`config.mk`:
```
export PLATFORM = sky130hd
export DESIGN_NAME = fpu_issue_buffer
export DESIGN_NICKNAME = d
export VERILOG_FILES = /design/src/rtl/fpu_issue_buffer.sv
export SDC_FILE = /design/constraint.sdc
export NUM_CORES = 1
export LEC_CHECK = 0
export ABC_AREA = 1
export BUFFER_PORTS_ARGS = -buffer_cell sky130_fd_sc_hd__buf_2
export CAP_MARGIN = 10
export CORE_UTILIZATION = 62
export DETAILED_ROUTE_END_ITERATION = 6
export GPL_TIMING_DRIVEN = 0
export PLACE_DENSITY = 0.85
export SLEW_MARGIN = 10
export SYNTH_ARGS = -nofsm -noshare
export SYNTH_HDL_FRONTEND = slang
export SYNTH_SLANG_ARGS = --single-unit
```
`constraint.sdc`:
```
create_clock -name clk -period 11.4 [get_ports clk]
set_input_delay 3.42 -clock clk [delete_from_list [all_inputs] [get_ports clk]]
set_output_delay 3.42 -clock clk [all_outputs]
set_load 0.05 [all_outputs]
```
`src/rtl/fpu_issue_buffer.sv`:
```
// fpu_issue_buffer: in-order request FIFO with a RAW/WAW/WAR scoreboard gating issue to a multi-cycle FPU core.
module fpu_issue_buffer #(
    parameter int REG_AW       = 5,
    parameter int OP_W         = 6,
    parameter int DATA_W       = 32,
    parameter int DEPTH        = 4,
    parameter int MAX_INFLIGHT = 4,
    localparam int PW = $clog2(DEPTH),
    localparam int CW = PW + 1,
    localparam int IW = $clog2(MAX_INFLIGHT) + 1,
    localparam int NR = 2 ** REG_AW
) (
    input  logic              clk,
    input  logic              rstn,
    input  logic              flush,
    input  logic              req_valid,
    output logic              req_ready,
    input  logic [REG_AW-1:0] req_x1,
    input  logic [REG_AW-1:0] req_x2,
    input  logic [REG_AW-1:0] req_y,
    input  logic [OP_W-1:0]   req_op,
    input  logic [DATA_W-1:0] req_data,
    output logic              core_valid,
    input  logic              core_ready,
    output logic [REG_AW-1:0] core_x1,
    output logic [REG_AW-1:0] core_x2,
    output logic [REG_AW-1:0] core_y,
    output logic [OP_W-1:0]   core_op,
    output logic [DATA_W-1:0] core_data,
    input  logic              cpl_valid,
    input  logic [REG_AW-1:0] cpl_y,
    output logic [CW-1:0]     count,
    output logic [IW-1:0]     inflight,
    output logic [NR-1:0]     pend_map,
    output logic              err_cpl
);
    logic [REG_AW-1:0] x1_q [DEPTH];
    logic [REG_AW-1:0] x2_q [DEPTH];
    logic [REG_AW-1:0] y_q  [DEPTH];
    logic [OP_W-1:0]   op_q [DEPTH];
    logic [DATA_W-1:0] dat_q[DEPTH];
    logic [PW-1:0]     wr_q, wr_d, rd_q, rd_d;
    logic [CW-1:0]     count_q, count_d;
    logic [IW-1:0]     infl_q, infl_d;
    logic [NR-1:0]     pend_q, pend_d;
    logic              err_q, err_d;
    logic              push, pop, hazard, cpl_ok;

    assign req_ready = count_q != CW'(DEPTH);
    assign push      = req_valid && req_ready && !flush;
    assign core_x1   = x1_q[rd_q];
    assign core_x2   = x2_q[rd_q];
    assign core_y    = y_q[rd_q];
    assign core_op   = op_q[rd_q];
    assign core_data = dat_q[rd_q];
    // Hazard uses the start-of-cycle map, so a same-cycle completion only unblocks the head next cycle.
    assign hazard     = pend_q[core_x1] | pend_q[core_x2] | pend_q[core_y];
    assign core_valid = (count_q != '0) && !hazard && (infl_q < IW'(MAX_INFLIGHT)) && !flush;
    assign pop        = core_valid && core_ready;
    assign cpl_ok     = cpl_valid && pend_q[cpl_y];
    assign count      = count_q;
    assign inflight   = infl_q;
    assign pend_map   = pend_q;
    assign err_cpl    = err_q;

    always_comb begin
        pend_d  = (pend_q | (pop ? NR'(1) << core_y : '0)) & ~(cpl_ok ? NR'(1) << cpl_y : '0);
        infl_d  = infl_q + IW'(pop) - IW'(cpl_ok);
        count_d = flush ? '0 : count_q + CW'(push) - CW'(pop);
        wr_d    = flush ? '0 : wr_q + PW'(push);
        rd_d    = flush ? '0 : rd_q + PW'(pop);
        err_d   = cpl_valid && !pend_q[cpl_y];
    end

    always_ff @(posedge clk or negedge rstn) begin
        if (!rstn) begin
            count_q <= '0;
            wr_q    <= '0;
            rd_q    <= '0;
            infl_q  <= '0;
            pend_q  <= '0;
            err_q   <= 1'b0;
        end else begin
            count_q <= count_d;
            wr_q    <= wr_d;
            rd_q    <= rd_d;
            infl_q  <= infl_d;
            pend_q  <= pend_d;
            err_q   <= err_d;
        end
    end

    always_ff @(posedge clk) begin
        if (push) begin
            x1_q[wr_q]  <= req_x1;
            x2_q[wr_q]  <= req_x2;
            y_q[wr_q]   <= req_y;
            op_q[wr_q]  <= req_op;
            dat_q[wr_q] <= req_data;
        end
    end
endmodule

```
== Word level (Yosys, flattened, before mapping) ==
Memory sizes are Yosys's and may differ from the RTL's.
Index checks and enable logic that the tools add are counted.

* Add/subtract/negate cells: 6
* Order comparisons: 5
* Eq/ne operators: 1
* Shift-type cells: 2
* Mux-type cells: 15
* Bitwise operators: 5
* Reduce and logical (&&, ||, !) cells: 12

{| class="wikitable"
|+ Operators with widths
! kind !! count
|-
| $mux W32 || 2
|-
| $shl A1 B5 Y32 const A || 2
|-
| $and A32 B32 Y32 || 1
|-
| $not A32 Y32 || 1
|-
| $or A32 B32 Y32 || 1
|-
| $lt A5 B6 Y1 const B || 4
|-
| $bmux W1 S5 || 4
|-
| $logic_and A1 B1 Y1 || 8
|-
| $add A3 B1 Y3 || 2
|-
| $mux W1 || 6
|-
| $sub A3 B1 Y3 || 2
|-
| $add A2 B1 Y2 || 2
|-
| $mux W2 || 2
|-
| $logic_not A1 Y1 || 3
|-
| $lt A3 B3 Y1 const B || 1
|-
| $mux W3 || 1
|-
| $ne A3 B3 Y1 const B || 1
|-
| $reduce_bool A3 Y1 || 1
|-
| $or A1 B1 Y1 || 2
|}

* Register bits after elaboration: 43
* Bits in writable memories: 212
* Bits of input ports: 64
* Output and inout bits: 94
* Word-level logic and storage cells: 57
* Memories: 5

{| class="wikitable"
|+ Memories
! memory !! words !! bits a word !! read ports !! clocked after memory_dff !! write ports !! RTL line !! source
|-
| dat_q || 4 || 32 || 1 || 0 || 1 || 41 || <nowiki>logic [DATA_W-1:0] dat_q[DEPTH];</nowiki>
|-
| op_q || 4 || 6 || 1 || 0 || 1 || 40 || <nowiki>logic [OP_W-1:0] op_q [DEPTH];</nowiki>
|-
| x1_q || 4 || 5 || 1 || 0 || 1 || 37 || <nowiki>logic [REG_AW-1:0] x1_q [DEPTH];</nowiki>
|-
| x2_q || 4 || 5 || 1 || 0 || 1 || 38 || <nowiki>logic [REG_AW-1:0] x2_q [DEPTH];</nowiki>
|-
| y_q || 4 || 5 || 1 || 0 || 1 || 39 || <nowiki>logic [REG_AW-1:0] y_q [DEPTH];</nowiki>
|}

== Depth between registers and ports, before layout ==
Gate-level depths: netlist (run 1).
An unclocked memory read counts as a cell.

* Depth in word-level cells: 13
* Gate-level depth with buffers: 24
* Mapped depth without buffers: 22

== Least setup slack after synthesis (run 1) ==
OpenSTA, ideal clock, no wires.

* Path type: in2reg
* From: in flush
* To: mem dat_q[0][0], enable pin
* Setup time: 529 ps
* Arrival time: 7576 ps
* Required time: 10871 ps
* Path slack: 3294 ps
* Cell stages on the path: 4
* Path buffers: 1
* Cells stage by stage: clkbuf_1 -> nor3_1 -> inv_1 -> nor3_1

* Word-level cells in the longest chain between the ends: 4

{| class="wikitable"
|+ RTL lines
! what !! RTL line !! source
|-
| start: declaration || 15 || <nowiki>input logic flush,</nowiki>
|-
| $logic_not A1 Y1 || 50 || <nowiki>assign push = req_valid && req_ready && !flush;</nowiki>
|-
| $logic_and A1 B1 Y1 || 50 ||
|-
| $mux W1 || 94 || <nowiki>if (push) begin</nowiki>
|-
| $mux W1 (not written as such) || 99 || <nowiki>dat_q[wr_q] <= req_data;</nowiki>
|-
| end: declaration || 41 ||
|}

Every way passes these cells.

== Worst setup path after layout (run 1) ==
* From: in flush
* To: out core_valid

* Word-level cells in the longest chain between the ends: 2

{| class="wikitable"
|+ RTL lines
! what !! RTL line !! source
|-
| $logic_not A1 Y1 || 58 || <nowiki>assign core_valid = (count_q != '0) && !hazard && (infl_q < IW'(MAX_INFLIGHT)) && !flush;</nowiki>
|-
| $logic_and A1 B1 Y1 || 58 ||
|-
| end: declaration || 23 || <nowiki>output logic core_valid,</nowiki>
|}

Every way passes these cells.

==> flow_summary.yaml, run 1 <==
placement:
  finalWeightedCongestion: 0.971
  place_area_um2: 13300
  port-buffer-count: 152
  pre_cts_slack_ps: 3130
  dp_hpwl_um: 24700
  dp.cells: 1608
routing:
  drt_pass1_iterations: 6
  met2_length_um: 16600
  drtIter0Drc: 891
  met1_length_um: 13300
  route.met3.wl_um: 3780
  drc: 0
  avgRoutedWirePerCell_um: 21.1
  vias_per_cell: 6.03
  wirelength_um: 34900
  final_antenna_net_count: 0
  highest_layer: "met4"
  vias: 9990
synth:
  ys_ff_latch: 255
  synth-seq-area-share_pct: 62.0
  synth_top_area_share_pct: 53.0
  synth_top_cell_by_area: "edfxtp_1"
  synth_nets: 1245
  synth_xor_area_share_pct: 0.438
  synthDistinctLibCells: 41
  syn_inst: 1173
  yosys_most_used_dff: "edfxtp_1"
  async_reset_ff_share_pct: 16.9
  synth_edf_count: 212
  synth_area_per_cell_um2: 10.2
  synthMuxAreaShare_pct: 0
  synth_compound_area_share_pct: 9.80
  netlist_area_um2: 12000
  synth.area.top_cells: "edfxtp_1 (53%), dfrtp_1 (9.0%), nor2_1 (5.7%), nand2_1 (5.7%), nand3_1 (4.7%)"
  synth-simple-area-share_pct: 20.7
  ys_warn_count: 0
  synthAdderAreaFrac_pct: 0.959
  synth_top_family_by_area: "simple AND/OR/NAND/NOR gates"
clock_network:
  cts_hold_buf: 0
  clock_sink_count: 255
  cts_setup_buffers: 0
  clockRootBuffer: "clkbuf_16"
  clockBufferDepth: 3
  htreeDepth: 1
  clk_latency_ps: 550
  cts_made_buffers: 26
  cts_tree: "yes"
  path_clk_slew_ps: 60
  ctsResizeCount: 0
pwr:
  switchingPower_mw: 0.796
  swShare_pct: 32.7
  power_density_nw_per_um2: 173
  power.total_mw: 2.44
  p_leak_nw: 5.59
  pwr-share-comb_pct: 21.4
  pwr-share-seq_pct: 45.7
  p_int_mw: 1.64
  ir_drop_v: 0.000136
  clkPwrFrac_pct: 32.9
worst_setup_path:
  critPathKind: "in -> out"
  critPathSlowestCell: "nor3_1"
  max_stage_delay_ps: 450
  timing.rr.start: "rd_q[0]"
  start_kind: "input port"
  critical_path.endpoint_type: "output port"
  cp.required_ps: 7980
  reg2reg_slack_ps: 7380
  crit_chain: "clkbuf_1 > nor3_1 > nand2_2 > nor2_8 > nand2_1 > inv_1 > buf_2"
  arrival_ps: 4870
  cp_max_fo: 9
  timing.rr.end: "inflight[2]"
  reg2reg_depth: 19
sta:
  max_freq_mhz: 121
  setup_viol: 0
  skew_ps: 10.2
  rsz0062_at_grt: "false"
  tightest_slew_ps: 1040
  drv_slew: 0
  fin_ws_ps: 3110
  fin_crit_sh_pct: 72.8
  setup_tns_ps: 0
  post-route-min-period_ps: 8290
  relSlewSlack_pct: 30.4
  finalHoldViolations: 0
final_layout:
  fin_area_um2: 14100
  multiInputGateArea_um2: 3850
  layout_commonest_cell: "edfxtp_1"
  post_route_cells_drive_above_1_share_pct: 20.7
  layout_common_cells: "edfxtp_1 (212), nor2_1 (182), nand2_1 (181)"
  fin_cells: 1658
  n_fill_cell: 1260
  fin_nets: 1448
  seqCellArea_um2: 7440
  area_delta_synth_final_pct: 17.6
floorplanning:
  row_count: 50
  die_area_um2: 19900
  start_util_pct: 63.7
  die_h_um: 141
  ios: 158
  die_w_um: 141
  fp.coreArea_um2: 18800
global_routing:
  grt_overflow_total: 0
  grt_pass1_wl_um: 52800
  grt_usage_pct: 35.5
  grt_pass1_vias: 9643
  grt_max_degree: 44
  antenna_found_initial: 5
hold_path:
  min_to: "inflight[2]"
  hp-start: "inflight[2]"
  min_path_cells: 1
  hold_path_class: "reg -> reg"
run_status:
  status: "completed"
flow_run:
  drv_cap: 0
how the worst max path moves through the flow:
stage | from | to | slack [ps]
after floorplan | flush | dat_q[0][0] | 3290
after global placement | flush | x2_q[3][1] | 460
after detailed placement | flush | core_valid | 3130
after CTS | flush | core_valid | 3100
after global routing | flush | core_valid | 3090
final | flush | core_valid | 3110
layer usage:
metal | up-vias | GRT usage [%]
li1 | 4528 | -
met1 | 4713 | 47.0
met2 | 656 | 57.5
met3 | 93 | 8.29
met4 | 0 | 13.3
met5 | - | 0
worst max-delay path, delay by kind of cell:
kind,cells,cell delay [ps]
buf+inv,3,530
simple gates,4,920
kinds of logic after synthesis:
logic type	count (synthesis)
AO/OA/AOI/OAI	198
XOR/XNOR	6
adder cells (fa/ha/maj)	8
buffers and inverters	149
flip-flops	255
AND/OR/NAND/NOR	557
sequential cells by signal (all words and copies together), names as in the netlist:
signal	count
pend_map	32
rd_q	2
dat_q	128
inflight	3
y_q	20
op_q	24
err_cpl	1
x1_q	20
count	3
wr_q	2
x2_q	20
per-stage QoR:
step	util [%]	hold WS (ps)
global placement	69.5	476
floorplan	-	552
global route	74.9	515
detailed placement	70.7	485
CTS	74.9	500
finish	75.0	505
layout make-up:
cell class / instances / share of cell area [%]
Clock buffer: 31 / 4.74
Inverter: 79 / 2.12
Multi-Input combinational cell: 769 / 27.3
Antenna cell: 5 / 0.0887
Tap cell: 260 / 2.30
Buffer: 70 / 3.02
Sequential cell: 255 / 52.7
Clock inverter: 14 / 0.895
Timing Repair Buffer: 175 / 6.80
synth_stat cells (9+ instances only):
master,n
a21oi_1,43
buf_2,14
buf_6,12
clkbuf_1,35
dfrtp_1,43
edfxtp_1,212
inv_1,68
inv_2,9
nand2_1,181
nand3_1,113
nand4_1,32
nor2_1,182
nor3_1,15
o21ai_0,84
o22ai_1,48
or2_1,13
power by group through the flow:
stage | clock [mW] | sequential [mW] | combinational, mW
floorplan | 0 | 1.25 | 0.237
global placement | 0 | 1.13 | 0.500
detailed placement | 0 | 1.13 | 0.512
CTS | 0.801 | 1.11 | 0.514
global route | 0.837 | 1.12 | 0.551
finish | 0.802 | 1.11 | 0.521
Power figures use the tool's default switching activity.
==> inputs of run 2 (changes only) <==
--- a/config.mk
+++ b/config.mk
@@ -5,13 +5,13 @@
 export SDC_FILE = /design/constraint.sdc
 export NUM_CORES = 1
 export LEC_CHECK = 0
-export ABC_AREA = 1
+export ABC_AREA = 0
 export BUFFER_PORTS_ARGS = -buffer_cell sky130_fd_sc_hd__buf_2
 export CAP_MARGIN = 10
-export CORE_UTILIZATION = 62
+export CORE_UTILIZATION = 52
 export DETAILED_ROUTE_END_ITERATION = 6
 export GPL_TIMING_DRIVEN = 0
-export PLACE_DENSITY = 0.85
+export PLACE_DENSITY = 0.76
 export SLEW_MARGIN = 10
 export SYNTH_ARGS = -nofsm -noshare
 export SYNTH_HDL_FRONTEND = slang
==> constraint.sdc (replaced) <==
create_clock -name clk -period 6.85 [get_ports clk]
set_input_delay 2.055 -clock clk [delete_from_list [all_inputs] [get_ports clk]]
set_output_delay 2.055 -clock clk [all_outputs]
set_load 0.05 [all_outputs]
==> flow_summary.yaml, run 2 <==
floorplanning:
  die_h_um: 148
  row_count: 52
  die_area_um2: 21900
  die_w_um: 148
  ios: 158
  fp.coreArea_um2: 20600
  start_util_pct: 53.8
worst_setup_path:
  path_common_cell: "buf_2"
  critPathKind: "reg -> out"
  start_kind: "flip-flop"
  arrival_ps: 4000
  crit_chain: "buf_2 > buf_1 > mux4_2 > a311oi_1 > o211ai_2 > o311ai_1 > nor4_4 > buf_6 > nand2_1 > a21oi_1 > buf_2"
  critPathSlowestCell: "buf_1"
  critical_path.endpoint_type: "output port"
  max_stage_delay_ps: 530
  cp.required_ps: 4800
  cp_max_fo: 10
synth:
  ys_warn_count: 0
  synthDistinctLibCells: 50
  ys_ff_latch: 255
  synth_area_per_cell_um2: 17.6
  synth_top_cell_by_area: "edfxtp_1"
  synth_top_area_share_pct: 57.5
  synth_edf_count: 212
  synth-seq-area-share_pct: 67.3
  synth_nets: 702
  yosys_most_used_dff: "edfxtp_1"
  async_reset_ff_share_pct: 16.9
  syn_inst: 630
  synth.area.top_cells: "edfxtp_1 (58%), mux4_2 (13%), dfrtp_1 (9.7%), mux2i_1 (3.7%), a31oi_1 (1.9%)"
  yosysMostFrequentCell: "edfxtp_1"
  netlist_area_um2: 11100
  synth_common_cells: "edfxtp_1 (212), mux4_2 (65), dfrtp_1 (43), mux2i_1 (41), a21oi_1 (36)"
final_layout:
  fin_nets: 896
  largest-register: "dat_q"
  layout_common_cells: "edfxtp_1 (212), buf_2 (162), mux4_2 (65)"
  area_delta_synth_final_pct: 19.7
  layout_commonest_cell: "edfxtp_1"
  utilization_pct: 64.4
  post_route_cells_drive_above_1_share_pct: 36.5
  fin_cells: 1115
  n_fill_cell: 1487
  fin_area_um2: 13200
  largest_reg_flops: 128
pwr:
  power_density_nw_per_um2: 259
  ir_drop_v: 0.000279
  p_leak_nw: 4.90
run_status:
  status: "completed"
routing:
  drt_pass1_iterations: 5
  drtIter0Drc: 409
  highest_layer: "met4"
  vias: 6672
  vias_per_cell: 5.98
  met1_length_um: 10700
  route.met3.wl_um: 1610
  met2_length_um: 13700
  wirelength_um: 26600
  final_antenna_net_count: 0
  drc: 0
  avgRoutedWirePerCell_um: 23.9
placement:
  place_area_um2: 12400
  dp_hpwl_um: 18700
  port-buffer-count: 155
  finalWeightedCongestion: 0.960
  dp.cells: 1066
sta:
  skew_ps: 11.1
  timing.hold.ws_ps: 516
  drv_slew: 0
  max_freq_mhz: 165
  relSlewSlack_pct: 34.8
  post-route-min-period_ps: 6050
  tightest_slew_ps: 978
  setup_viol: 0
  rsz0062_at_grt: "false"
  setup_tns_ps: 0
  fin_crit_sh_pct: 88.3
  finalHoldViolations: 0
clock_network:
  cts_made_buffers: 26
  clockRootBuffer: "clkbuf_16"
  cts_tree: "yes"
  clk_latency_ps: 550
  clock_sink_count: 255
  cts_setup_buffers: 0
  path_clk_slew_ps: 60
  ctsResizeCount: 0
  htreeDepth: 1
  cts_hold_buf: 0
  clockBufferDepth: 3
flow_run:
  drv_cap: 0
global_routing:
  grt_pass1_vias: 7074
  grt_usage_pct: 25.0
  grt_max_degree: 54
  grt_overflow_total: 0
  antenna_found_initial: 0
  grt_pass1_wl_um: 40700
hold_path:
  hold_path_class: "reg -> reg"
## run 2: changes by cell type after synthesis, sizes merged, moves of 13 or more
cell    change
nor2b      +13
or2        -13
o22ai      -47
nor2      -159
nand2     -175
mux2i      +41
mux4       +65
a31oi      +33
clkbuf     -30
nand4      -30
o21ai      -87
nand3     -105
inv        -67
## run 2: power breakdown
group	switching [mW]	internal, mW
logic	0.182	0.0806
clock network	0.578	0.857
registers	0.0118	1.72
## run 2: layer usage
metal / vias to the layer above / track usage, %
li1: 2939 / -
met5: - / 0
met1: 3441 / 32.3
met3: 51 / 4.66
met2: 241 / 43.3
met4: 0 / 7.01
## run 2: layout make-up
class                           instances  area (um2)  share of cell area, %
Timing Repair Buffer                  166         945                   7.13
Tap cell                              270         338                   2.55
Clock buffer                           37         692                   5.22
Antenna cell                            1        2.50                 0.0189
Inverter                               11        41.3                  0.312
Sequential cell                       255        7440                   56.2
Multi-Input combinational cell        330        3390                   25.6
Buffer                                 34         219                   1.65
Clock inverter                         11         176                   1.33
## run 2: cell families after synthesis
kind of cell | after synthesis | synth area share [%]
adder cells (fa/ha/maj) | 8 | 1.04
flip-flops | 255 | 67.3
buffers and inverters | 45 | 2.35
AND/OR/NAND/NOR | 111 | 5.89
AO/OA/AOI/OAI | 93 | 5.42
multiplexers | 112 | 17.6
XOR/XNOR | 6 | 0.475
## run 2: final timing paths
kind | depth (start not counted) | start | end | slack [ps]
setup / recovery | 11 | rd_q[1] | core_valid | 800
hold / removal | 1 | inflight[0] | inflight[0] | 520
setup reg to reg | 18 | rd_q[1] | count[2] | 2270
hold reg to reg | 1 | inflight[0] | inflight[0] | 520
max in group asynchronous | 1 | rstn | inflight[1] | 4570
min in group asynchronous | 1 | rstn | pend_map[0] | 1670
## run 2: stage by stage
step                power (mW)  setup WS [ps]
global placement          2.01          -2420
detailed placement        2.02            902
CTS                       3.45            813
finish                    3.43            800
floorplan                 1.93            207
global route              3.52            599
## run 2: worst max-delay path, delay by kind of cell (launching register included)
family                 cells  cell delay [ps]
AOI/OAI and AO/OA          4              650
buffers and inverters      4             1340
DFF                        1              360
muxes                      1              500
and+or+nand+nor            2              590
==> inputs of run 3 (changes only) <==
--- a/config.mk
+++ b/config.mk
@@ -8,6 +8,7 @@
 export ABC_AREA = 0
 export BUFFER_PORTS_ARGS = -buffer_cell sky130_fd_sc_hd__buf_2
 export CAP_MARGIN = 10
+export CORE_ASPECT_RATIO = 1.25
 export CORE_UTILIZATION = 52
 export DETAILED_ROUTE_END_ITERATION = 6
 export GPL_TIMING_DRIVEN = 0
==> flow_summary.yaml, run 3 (synthesis gave the netlist of run 2 again) <==
pwr:
  power_density_nw_per_um2: 261
  pwr-share-seq_pct: 50.0
  power.total_mw: 3.46
  p_leak_nw: 4.91
  switchingPower_mw: 0.759
  ir_drop_v: 0.000320
  clkPwrFrac_pct: 42.6
  p_int_mw: 2.70
  pwr-share-comb_pct: 7.4
  swShare_pct: 21.9
worst_setup_path:
  max_stage_delay_ps: 680
  arrival_ps: 4050
  timing.rr.start: "rd_q[1]"
  critPathKind: "in -> out"
  reg2reg_depth: 18
  crit_chain: "clkbuf_1 > nor2_1 > o311ai_1 > nor4_4 > buf_6 > nand2_1 > a21oi_1 > buf_2"
  timing.rr.end: "count[2]"
  critical_path.endpoint_type: "output port"
  start_kind: "input port"
  cp.required_ps: 4800
  cp_top_family: "simple AND/OR/NAND/NOR gates"
  cp_max_fo: 10
  crit_buf_inv: 3
  reg2reg_slack_ps: 2240
  critPathSlowestCell: "nor4_4"
clock_network:
  clock_sink_count: 255
  htreeDepth: 1
  path_clk_slew_ps: 60
  clk_latency_ps: 520
  cts_setup_buffers: 0
  ctsResizeCount: 0
  clockRootBuffer: "clkbuf_16"
  cts_tree: "yes"
  clockBufferDepth: 3
  cts_hold_buf: 0
  cts_made_buffers: 25
final_layout:
  largest-register: "dat_q"
  layout_common_cells: "edfxtp_1 (212), buf_2 (162), mux4_2 (65)"
  utilization_pct: 63.7
  largest_reg_flops: 128
  post_route_cells_drive_above_1_share_pct: 37.6
  layout_commonest_cell: "edfxtp_1"
  diodes: 0
  area_delta_synth_final_pct: 19.8
  n_fill_cell: 1515
  fin_cells: 1115
  fin_nets: 895
hold_path:
  min_path_cells: 1
  hold_path_class: "reg -> reg"
  hp-start: "inflight[2]"
  min_to: "inflight[2]"
sta:
  post-route-min-period_ps: 6100
  timing.hold.ws_ps: 501
  max_freq_mhz: 164
  tightest_slew_ps: 992
  relSlewSlack_pct: 33.8
  setup_viol: 0
  fin_crit_sh_pct: 89.1
  setup_tns_ps: 0
  skew_ps: 24.2
  rsz0062_at_grt: "false"
  drv_slew: 0
  finalHoldViolations: 0
global_routing:
  grt_pass1_vias: 6855
  grt_pass1_wl_um: 40500
  grt_usage_pct: 24.8
  grt_overflow_total: 0
  grt_max_degree: 54
  antenna_found_initial: 0
routing:
  vias: 6696
  final_antenna_net_count: 0
  vias_per_cell: 6.01
  wirelength_um: 26300
  drtIter0Drc: 472
  avgRoutedWirePerCell_um: 23.6
  drc: 0
  drt_pass1_iterations: 5
floorplanning:
  ios: 158
  start_util_pct: 53.1
  die_area_um2: 21900
  row_count: 59
  die_h_um: 165
  fp.coreArea_um2: 20800
  die_w_um: 132
placement:
  dp.cells: 1070
  dp_hpwl_um: 18500
  port-buffer-count: 155
  finalWeightedCongestion: 0.947
run_status:
  status: "completed"
flow_run:
  drv_cap: 0
[run 3: cell count changes in the layout (fill, tap and decap cells not counted), sizes merged]
cell | before | now
diode | 1 | 0
inv | 11 | 13
clkbuf | 43 | 33
clkinvlp | 0 | 2
clkinv | 7 | 8
bufinv | 4 | 6
[run 3: final cells by class]
class | count | area [um2] | area share, %
Sequential cell | 255 | 7440 | 56.2
Tap cell | 274 | 343 | 2.59
Multi-Input combinational cell | 330 | 3390 | 25.6
Inverter | 11 | 41.3 | 0.312
Clock inverter | 18 | 268 | 2.02
Timing Repair Buffer | 166 | 917 | 6.92
Buffer | 34 | 219 | 1.65
Clock buffer | 27 | 633 | 4.78
[run 3: metrics by stage]
stage          area [um2]  worst slack (ps)
5_1_grt             13300               640
3_3_place_gp        12200             -2560
2_1_floorplan       11100               207
4_1_cts             13300               756
6_report            13300               745
3_5_place_dp        12400               755
[run 3: worst max-delay path by stage]
stage / startpoint / to / slack (ps) / depth (start not counted)
after floorplan: flush / dat_q[0][0] / 210 / 3
after detailed placement: flush / core_valid / 760 / 8
after global placement: flush / dat_q[0][17] / -2560 / 3
final: flush / core_valid / 750 / 8
after global routing: rd_q[1] / core_valid / 640 / 11
after CTS: flush / core_valid / 760 / 8
[run 3: power by group through the flow]
stage | combinational, mW | sequential, mW | clock, mW
floorplan | 0.160 | 1.77 | 0
global placement | 0.242 | 1.76 | 0
detailed placement | 0.258 | 1.76 | 0
CTS | 0.259 | 1.73 | 1.50
global route | 0.275 | 1.73 | 1.56
finish | 0.258 | 1.73 | 1.47
[run 3: layer usage]
| metal | vias up | global-route usage (%) | part of all wire (%) |
|---|---|---|---|
| met4 | 0 | 8.05 | 2.3 |
| met1 | 3397 | 30.8 | 39 |
| met3 | 49 | 5.31 | 7.5 |
| met5 | - | 0 | 0 |
| li1 | 2946 | - | - |
| met2 | 304 | 43.5 | 51 |
